[src/rtl/usb_stream_router_pkg.sv]
// Shared definitions for the USB stream router: sync default, FSM states,
// header field positions, channel IDs and header field helpers.
package usb_stream_pkg;

  localparam logic [7:0] SYNC_DEFAULT = 8'hA5;

  typedef enum logic [1:0] {
    ST_HUNT    = 2'd0,
    ST_PAYLOAD = 2'd1,
    ST_DROP    = 2'd2
  } state_t;

  // Header word layout: [31:24] sync, [23:16] channel ID, [15:0] length
  localparam int SYNC_MSB = 31;
  localparam int SYNC_LSB = 24;
  localparam int CHAN_MSB = 23;
  localparam int CHAN_LSB = 16;
  localparam int LEN_MSB  = 15;
  localparam int LEN_LSB  = 0;

  localparam logic [7:0] CHAN_A = 8'd0;
  localparam logic [7:0] CHAN_B = 8'd1;

  function automatic logic [7:0] hdr_sync(input logic [31:0] word);
    return word[SYNC_MSB:SYNC_LSB];
  endfunction

  function automatic logic [7:0] hdr_chan(input logic [31:0] word);
    return word[CHAN_MSB:CHAN_LSB];
  endfunction

  function automatic logic [15:0] hdr_len(input logic [31:0] word);
    return word[LEN_MSB:LEN_LSB];
  endfunction

endpackage

[src/rtl/usb_stream_router_if.sv]
// Stream bundle between the USB receive side and the two DAC channel FIFOs.
// The master drives the receive stream and the FIFO full flags; the slave
// (the router) answers with rx_ready and the channel write strobes.
interface usb_stream_router_if;

  logic [31:0] rx_data;
  logic        rx_valid;
  logic        rx_ready;

  logic [31:0] cha_data;
  logic        cha_valid;
  logic        cha_full;

  logic [31:0] chb_data;
  logic        chb_valid;
  logic        chb_full;

  modport master (
    output rx_data, rx_valid, cha_full, chb_full,
    input  rx_ready, cha_data, cha_valid, chb_data, chb_valid
  );

  modport slave (
    input  rx_data, rx_valid, cha_full, chb_full,
    output rx_ready, cha_data, cha_valid, chb_data, chb_valid
  );

endinterface

[src/rtl/usb_stream_router_sat_counter.sv]
// Saturating event counter: counts increment pulses, sticks at all-ones.
module sat_counter #(
  parameter int WIDTH = 16
) (
  input  logic             clk,
  input  logic             reset,
  input  logic             inc,
  output logic [WIDTH-1:0] count
);

  // Count up on inc unless already at the maximum value
  always_ff @(posedge clk) begin
    if (reset) begin
      count <= '0;
    end else if (inc && (count != {WIDTH{1'b1}})) begin
      count <= count + {{(WIDTH-1){1'b0}}, 1'b1};
    end else begin
      count <= count;
    end
  end

endmodule

[src/rtl/usb_stream_router.sv]
// USB stream router: parses framed 32-bit words (header + N payload words)
// and steers payloads to DAC channel A or B with zero-latency handshaking.
// Frames for unknown channels are drained; bad headers are counted.
module usb_stream_router
  import usb_stream_pkg::*;
#(
  parameter logic [7:0] SYNC = SYNC_DEFAULT
) (
  input  logic                 clk,
  input  logic                 reset,
  input  logic                 enable,
  usb_stream_router_if.slave   bus,
  output logic [15:0]          frames_ok,
  output logic [15:0]          sync_err,
  output logic [15:0]          chan_err,
  output logic                 busy
);

  state_t      state_r;
  logic [15:0] remain_r;
  logic        chan_r;        // 0 = channel A, 1 = channel B

  logic        ready_s;
  logic        accept_s;
  logic        sel_full_s;
  logic        sync_ok_s;
  logic        chan_ok_s;
  logic [15:0] len_s;
  logic        last_s;
  logic        frame_inc_s;
  logic        sync_inc_s;
  logic        chan_inc_s;

  // Header field decode of the current receive word
  always_comb begin
    sync_ok_s = (hdr_sync(bus.rx_data) == SYNC);
    chan_ok_s = (hdr_chan(bus.rx_data) == CHAN_A) || (hdr_chan(bus.rx_data) == CHAN_B);
    len_s     = hdr_len(bus.rx_data);
    last_s    = (remain_r == 16'd1);
  end

  // Backpressure toward the USB side depends on the current state
  always_comb begin
    ready_s    = 1'b0;
    sel_full_s = chan_r ? bus.chb_full : bus.cha_full;
    if (reset) begin
      ready_s = 1'b0;
    end else begin
      case (state_r)
        ST_HUNT:    ready_s = enable;
        ST_PAYLOAD: ready_s = ~sel_full_s;
        ST_DROP:    ready_s = 1'b1;
        default:    ready_s = 1'b0;
      endcase
    end
  end

  // Zero-latency write strobes; data lines always mirror the receive word
  always_comb begin
    accept_s      = bus.rx_valid && ready_s;
    bus.rx_ready  = ready_s;
    bus.cha_data  = bus.rx_data;
    bus.chb_data  = bus.rx_data;
    if (state_r == ST_PAYLOAD) begin
      bus.cha_valid = accept_s && !chan_r;
      bus.chb_valid = accept_s && chan_r;
    end else begin
      bus.cha_valid = 1'b0;
      bus.chb_valid = 1'b0;
    end
  end

  // Event pulses feeding the statistics counters
  always_comb begin
    frame_inc_s = 1'b0;
    sync_inc_s  = 1'b0;
    chan_inc_s  = 1'b0;
    if (accept_s) begin
      case (state_r)
        ST_HUNT: begin
          sync_inc_s  = !sync_ok_s;
          chan_inc_s  = sync_ok_s && !chan_ok_s;
          frame_inc_s = sync_ok_s && chan_ok_s && (len_s == 16'd0);
        end
        ST_PAYLOAD: frame_inc_s = last_s;
        ST_DROP:    frame_inc_s = 1'b0;
        default:    frame_inc_s = 1'b0;
      endcase
    end else begin
      frame_inc_s = 1'b0;
    end
  end

  // Frame FSM with the remaining-word counter and latched channel
  always_ff @(posedge clk) begin
    if (reset) begin
      state_r  <= ST_HUNT;
      remain_r <= 16'd0;
      chan_r   <= 1'b0;
    end else if (accept_s) begin
      case (state_r)
        ST_HUNT: begin
          if (sync_ok_s && (len_s != 16'd0)) begin
            remain_r <= len_s;
            if (chan_ok_s) begin
              state_r <= ST_PAYLOAD;
              chan_r  <= (hdr_chan(bus.rx_data) == CHAN_B);
            end else begin
              state_r <= ST_DROP;
            end
          end else begin
            state_r <= ST_HUNT;
          end
        end
        ST_PAYLOAD, ST_DROP: begin
          remain_r <= remain_r - 16'd1;
          if (last_s) begin
            state_r <= ST_HUNT;
          end else begin
            state_r <= state_r;
          end
        end
        default: begin
          state_r  <= ST_HUNT;
          remain_r <= 16'd0;
        end
      endcase
    end else begin
      state_r <= state_r;
    end
  end

  assign busy = (state_r != ST_HUNT);

  sat_counter #(.WIDTH(16)) u_frames_cnt (
    .clk   (clk),
    .reset (reset),
    .inc   (frame_inc_s),
    .count (frames_ok)
  );

  sat_counter #(.WIDTH(16)) u_sync_cnt (
    .clk   (clk),
    .reset (reset),
    .inc   (sync_inc_s),
    .count (sync_err)
  );

  sat_counter #(.WIDTH(16)) u_chan_cnt (
    .clk   (clk),
    .reset (reset),
    .inc   (chan_inc_s),
    .count (chan_err)
  );

endmodule

[src/flat_wrapper.sv]
// flat-port wrapper written by rule: the top's interface ports become plain ports
module usb_stream_router_flat import usb_stream_pkg::*;
#(
  parameter logic [7:0] SYNC = SYNC_DEFAULT
)
  (clk, reset, enable, frames_ok, sync_err, chan_err, busy, bus_rx_data, bus_rx_valid, bus_cha_full, bus_chb_full, bus_rx_ready, bus_cha_data, bus_cha_valid, bus_chb_data, bus_chb_valid);
  usb_stream_router_if bus_i ();
  input  logic clk;
  input  logic reset;
  input  logic enable;
  output logic [15:0] frames_ok;
  output logic [15:0] sync_err;
  output logic [15:0] chan_err;
  output logic busy;
  input wire logic [$bits(bus_i.rx_data)-1:0] bus_rx_data;
  input wire logic [$bits(bus_i.rx_valid)-1:0] bus_rx_valid;
  input wire logic [$bits(bus_i.cha_full)-1:0] bus_cha_full;
  input wire logic [$bits(bus_i.chb_full)-1:0] bus_chb_full;
  output wire logic [$bits(bus_i.rx_ready)-1:0] bus_rx_ready;
  output wire logic [$bits(bus_i.cha_data)-1:0] bus_cha_data;
  output wire logic [$bits(bus_i.cha_valid)-1:0] bus_cha_valid;
  output wire logic [$bits(bus_i.chb_data)-1:0] bus_chb_data;
  output wire logic [$bits(bus_i.chb_valid)-1:0] bus_chb_valid;
  assign bus_i.rx_data = bus_rx_data;
  assign bus_i.rx_valid = bus_rx_valid;
  assign bus_i.cha_full = bus_cha_full;
  assign bus_i.chb_full = bus_chb_full;
  assign bus_rx_ready = bus_i.rx_ready;
  assign bus_cha_data = bus_i.cha_data;
  assign bus_cha_valid = bus_i.cha_valid;
  assign bus_chb_data = bus_i.chb_data;
  assign bus_chb_valid = bus_i.chb_valid;
  usb_stream_router #(.SYNC(SYNC)) u_core (.clk(clk), .reset(reset), .enable(enable), .bus(bus_i), .frames_ok(frames_ok), .sync_err(sync_err), .chan_err(chan_err), .busy(busy));
endmodule
[config.mk]
export PLATFORM = sky130hd
export DESIGN_NAME = usb_stream_router_flat
export DESIGN_NICKNAME = d
export VERILOG_FILES = /design/src/rtl/usb_stream_router_pkg.sv /design/src/rtl/usb_stream_router_if.sv /design/src/rtl/usb_stream_router_sat_counter.sv /design/src/rtl/usb_stream_router.sv /design/src/flat_wrapper.sv
export SDC_FILE = /design/constraint.sdc
export NUM_CORES = 1
export LEC_CHECK = 0
export CORE_ASPECT_RATIO = 0.6
export CORE_UTILIZATION = 46
export CTS_CLUSTER_DIAMETER = 150
export CTS_CLUSTER_SIZE = 8
export DETAILED_ROUTE_END_ITERATION = 12
export PLACE_DENSITY = 0.87
export SLEW_MARGIN = 0
export SYNTH_ARGS = -nofsm -noshare
export SYNTH_HDL_FRONTEND = slang
export SYNTH_HIERARCHICAL = 1
export SYNTH_SLANG_ARGS = --single-unit
[constraint.sdc]
create_clock -name clk -period 3.5 [get_ports clk]
set_clock_uncertainty 0.1 [all_clocks]
set_input_delay 0.7 -clock clk [delete_from_list [all_inputs] [get_ports clk]]
set_output_delay 0.7 -clock clk [all_outputs]
set_load 0.01 [all_outputs]
## Word level (Yosys, flattened, before mapping)

Index checks and enable logic that the tools add are counted.
W data, S select, Z words.

- Add/sub/neg operators: 4
- Equal/unequal tests: 10
- Mux-type cells: 17
- Bitwise logic cells: 1
- Reductions and logical operators: 23

Operator list:

| cell | count |
|---|---|
| $add A16 B1 Y16 const B | 3 |
| $ne A16 B16 Y1 const B | 3 |
| $pmux W16 S2 | 1 |
| $eq A16 B1 Y1 const B | 1 |
| $logic_not A16 Y1 | 1 |
| $mux W16 | 1 |
| $reduce_bool A16 Y1 | 1 |
| $sub A16 B1 Y16 const B | 1 |
| $logic_and A1 B1 Y1 | 10 |
| $mux W1 | 9 |
| $eq A8 B1 Y1 const B | 1 |
| $eq A8 B8 Y1 const B | 1 |
| $logic_not A8 Y1 | 1 |
| $mux W2 | 3 |
| $ne A2 B1 Y1 const B | 2 |
| $pmux W2 S2 | 1 |
| $reduce_and A2 Y1 | 2 |
| $reduce_and A4 Y1 | 1 |
| $logic_not A1 Y1 | 3 |
| $pmux W1 S3 | 1 |
| $eq A2 B1 Y1 const B | 1 |
| $eq A2 B2 Y1 const B | 1 |
| $logic_not A2 Y1 | 1 |
| $pmux W1 S2 | 1 |
| 4 further kinds | 4 |

- Register bits after elaboration: 67
- Output and inout bits: 116
- Logic and storage cells: 61

## Depth between registers and ports, before layout

- Depth after elaboration: 7
- Gate-level depth with buffers: 10
- Depth with buffers taken out: 10

## Cells and area by module

The synthesis kept the hierarchy.

Modules (own cells, without submodules):

| module | times used | cells each | area an instance (µm²) |
|---|---|---|---|
| sat_counter | 3 | 99 | 848.3 |
| usb_stream_router | 1 | 252 | 1,935.6 |

## Worst setup path before layout

Ideal clock, no wire load.

- Path kind: input -> register
- Start point: input port bus_rx_data[21]
- End point: register u_core.u_frames_cnt.count[7]
- Data arrival time: 2.956 ns
- Required time: 3.330 ns
- Path slack: 0.374 ns
- Cell stages on the path: 9
- Cells stage by stage: or4_1 nor4_1 nand3_1 a2bb2oi_1 nor2_1 nand2_1 clkbuf_1 or4_1 a21oi_1

- Longest elaborated chain between the ends: 7

RTL lines:

| element | line | text |
|---|---|---|
| start, declared | flat_wrapper.sv:15 | `input wire logic [$bits(bus_i.rx_data)-1:0] bus_rx_data;` |
| $eq A8 B1 Y1 / $logic_not A8 Y1 (equally long branches) | usb_stream_router.sv:37 | `chan_ok_s = (hdr_chan(bus.rx_data) == CHAN_A) \|\| (hdr_chan(bus.rx_data) == CHAN_B);` |
| $logic_or A1 B1 Y1 (*) | usb_stream_router.sv:37 |  |
| $logic_and A1 B1 Y1 (*) (2 in series) | usb_stream_router.sv:83 | `frame_inc_s = sync_ok_s && chan_ok_s && (len_s == 16'd0);` |
| $pmux W1 S2 (*) | usb_stream_router.sv:79 | `case (state_r)` |
| $mux W1 (*) | usb_stream_router.sv:78 | `if (accept_s) begin` |
| named net u_core.frame_inc_s | usb_stream_router.sv:30 | `logic frame_inc_s;` |
| $logic_and A1 B1 Y1 (*) | usb_stream_router_sat_counter.sv:15 | `end else if (inc && (count != {WIDTH{1'b1}})) begin` |
| end signal, assigned | usb_stream_router_sat_counter.sv:16 | `count <= count + {{(WIDTH-1){1'b0}}, 1'b1};` |
| end signal, assigned | usb_stream_router_sat_counter.sv:18 | `count <= count;` |
| end, declared | usb_stream_router_sat_counter.sv:8 | `output logic [WIDTH-1:0] count` |

Mark *: on every way through the listed nets, which the timed path passes. The rest lies on a longest branch.
A chain may end at the register's enable or synchronous reset.

## Final worst setup path

- Start point: input port bus_cha_full
- End point: output port bus_chb_valid

- Longest elaborated chain between the ends: 7

RTL lines:

| element | line | text |
|---|---|---|
| start, declared | flat_wrapper.sv:17 | `input wire logic [$bits(bus_i.cha_full)-1:0] bus_cha_full;` |
| $mux W1 | usb_stream_router.sv:45 | `sel_full_s = chan_r ? bus.chb_full : bus.cha_full;` |
| $not A1 Y1 | usb_stream_router.sv:51 | `ST_PAYLOAD: ready_s = ~sel_full_s;` |
| $pmux W1 S3 | usb_stream_router.sv:49 | `case (state_r)` |
| $mux W1 | usb_stream_router.sv:46 | `if (reset) begin` |
| $logic_and A1 B1 Y1 | usb_stream_router.sv:60 | `accept_s = bus.rx_valid && ready_s;` |
| $logic_and A1 B1 Y1 | usb_stream_router.sv:66 | `bus.chb_valid = accept_s && chan_r;` |
| $mux W1 | usb_stream_router.sv:64 | `if (state_r == ST_PAYLOAD) begin` |
| end, declared | flat_wrapper.sv:23 | `output wire logic [$bits(bus_i.chb_valid)-1:0] bus_chb_valid;` |

Every way passes these cells.

==> impl_metrics.yaml <==
run_status:
  status: "finished clean"
logic_synthesis:
  synth_cells: 549
  ys_types: 58
  yosysSeqAreaShare: 0.299
  synth_edf_count: 0
  yosys_warnings: 6
  netlist_area_um2: 4480
  syn-num-nets: 596
  async_reset_ff_frac: 0
  ys.flop_type: "dfxtp_1"
  synth_area_per_cell_um2: 8.16
  ys_ff_latch: 67
global_route:
  antenna_found_initial: 0
  grt_pass1_wl_um: 20900
  grt_max_degree: 71
  grt_pass1_vias: 4316
  grt-ovfl-total: 0
  grt_usage: 0.258
critical_path:
  required_ns: 2.70
  endpoint: "bus_chb_valid"
  slowest_delay_ns: 0.48
  cp.depth: 6
  regToRegSetupSlack_ns: 0.53
  crit_top_cell: "clkdlybuf4s50_1"
  crit_start: "bus_cha_full"
  critPathKind: "primary input to output pin"
  crit_chain: "clkdlybuf4s50_1 -> mux2i_1 -> a221oi_1 -> nor2_1 -> and3_1 -> clkdlybuf4s50_1"
  timing.rr.start: "u_core/remain_r[0]"
  endpoint_kind: "output pin"
  crit_family: "buffers and inverters"
  cp_slowest_cell: "clkdlybuf4s50_1"
  worstPathArrival_ns: 2.60
  reg2reg_depth: 10
  crit_path_max_fanout: 3
  r2r_end: "u_core/u_frames_cnt/count[6]"
  worst-path-buf-inv: 2
  cp-start-kind: "primary input"
timing:
  fin_crit_ns: 3.40
  worst_slew_pin_slew_ns: 0.820
  finalCritPeriodShare: 0.972
  maxSlewHeadroom: 0.449
  setup_ws_ns: 0.0977
  hold_violations: 0
  slew_viol_final: 0
  max_clock_freq_mhz: 294
  setup_viol: 0
  tns_ns: 0
  rsz0062_at_grt: "no"
layout:
  diodes: 0
  final_common_cell: "clkdlybuf4s50_1"
  final_cell_count_no_fill: 784
  nets: 698
  final_cell_mix: "152 x clkdlybuf4s50_1, 67 x dfxtp_1, 42 x a21oi_1"
  drive_gt1_frac: 0.0887
  area_growth_syn_to_layout_pct: 35.4
route:
  drtIter0Drc: 533
  drc: 0
  wl_um: 12900
  vias: 4735
  drtPass1Iterations: 6
  via_per_inst: 6.04
  route.detailed.wl_per_inst_um: 16.5
  ant_nets: 0
place:
  placed_cells: 770
  dp_slack_ns: -0.229
  dpl.hpwl_um: 9360
  io_buffers: 153
  place.gp.congestion: 0.936
cts:
  clock_latency_ns: 0.33
  clk_pin_slew_worst_paths_ns: 0.05
  htree_levels: 3
  cts_tree: "built"
  post_cts_buffers: 0
  ctsHoldBuffers: 0
  cts_root_buffer: "clkbuf_16"
  cts_buffers: 9
  clockBufferDepth: 2
  cts.sinks: 67
pwr:
  power_frac_clock: 0.474
  p_leak_nw: 2.05
  p_sw_frac: 0.218
  combinationalPowerShare: 0.112
  p_per_area_nw_per_um2: 304
  seq_power_share: 0.415
  ir_drop_mv: 0.286
  internal_power_w: 0.00144
  switching_power_w: 0.000403
hold_path:
  min_path_type: "flop to flop"
floorplanning:
  core_area_um2: 9320
  rows: 27
  die_area_um2: 10200
  initial_core_util: 0.481
  fp.dieW_um: 129
  ios: 154
  die_h_um: 78.4
flow_run:
  max_cap_violations: 0
-- routing by layer --
metal / GRT usage / share of wire / vias to the layer above
li1: - / - / 2233
met1: 0.347 / 0.45 / 2209
met2: 0.398 / 0.45 / 272
met3: 0.0763 / 0.098 / 21
met4: 0.0779 / 0.011 / 0
met5: 0 / 0 / -
-- worst min path at each step --
stage | startpoint | endpoint | slack (ns) | cells after the start
after CTS | u_core/remain_r[14] | u_core/remain_r[14] | 0.41 | 2
after floorplan | u_core/remain_r[14] | u_core/remain_r[14] | 0.36 | 2
after global routing | u_core/remain_r[14] | u_core/remain_r[14] | 0.44 | 2
after detailed placement | u_core/remain_r[14] | u_core/remain_r[14] | 0.40 | 2
final | u_core/remain_r[14] | u_core/remain_r[14] | 0.40 | 2
after global placement | u_core/remain_r[14] | u_core/remain_r[14] | 0.39 | 2
-- layout make-up --
| class | count | area [um2] |
|---|---|---|
| clock buffers | 11 | 243 |
| clock inverters | 3 | 40.0 |
| fillers | 764 | 3260 |
| inverters | 20 | 75.1 |
| multi-input cells | 375 | 2490 |
| flip-flops and latches | 67 | 1340 |
| well taps | 130 | 163 |
| repair buffers | 178 | 1710 |
-- flip-flops by register name, summed over array words and instances (netlist names) --
signal                     cells
u_core/u_chan_cnt/count       16
u_core/state_r                 2
u_core/chan_r                  1
u_core/remain_r               16
u_core/u_frames_cnt/count     16
u_core/u_sync_cnt/count       16
-- cells by family (layout without fill, tap and decap cells) --
kind of cell,after synthesis,in the layout,share of synthesized area
flops,67,67,0.299
fa+ha+maj,9,9,0.0251
buf+inv,107,212,0.146
compound gates,135,135,0.197
xor+xnor,9,9,0.0176
mux,8,8,0.0187
simple gates,214,214,0.296
-- cell usage after synthesis, types with 4 or more instances --
library cell	instances	area, um2
dfxtp_1	67	1340
or4_1	24	180
ha_1	9	113
nor2b_1	7	43.8
o311ai_0	7	61.3
mux2i_1	5	50.1
o21ai_0	27	135
a32oi_1	4	35.0
a21oi_1	42	210
a211oi_1	7	52.6
nand2_1	29	109
buf_2	4	20.0
o31ai_1	23	173
clkbuf_1	15	56.3
nand4_1	11	68.8
a22oi_1	5	37.5
nand3_1	24	120
a311o_1	4	40.0
xnor2_1	6	52.6
buf_4	64	480
and4_1	11	96.3
and3_1	4	25.0
or3_1	10	62.6
nor2_1	30	113
inv_1	20	75.1
nor3_1	20	100
nor4_1	18	113
-- power groups by stage --
stage | registers, W | logic (W) | clock network [W]
2_1_floorplan | 0.000782 | 0.000108 | 0
3_3_place_gp | 0.000781 | 0.000201 | 0
3_5_place_dp | 0.000782 | 0.000204 | 0
4_1_cts | 0.000765 | 0.000206 | 0.000889
5_1_grt | 0.000765 | 0.000217 | 0.000930
6_report | 0.000765 | 0.000206 | 0.000874
-- worst min-delay path, cell delays in order (launching register included) --
cell      delay (ns)
dfxtp_1         0.30
o311ai_0        0.07
o21ai_0         0.08
-- what timing repair did --
item	in CTS	in global routing
gates resized for setup	0	1
endpoints found under the setup margin	0	9
hold endpoints to repair	0	0
-- metrics by stage --
stage               total power, W  utilization  cell area [um2]  hold slack, ns
floorplan                 0.000890            -             4480           0.364
global placement          0.000982        0.620             5780           0.388
detailed placement        0.000986        0.620             5780           0.400
CTS                        0.00186        0.650             6060           0.407
global route               0.00191        0.651             6070           0.444
finish                     0.00185        0.651             6070           0.402
Power figures use the tool's default switching activity.
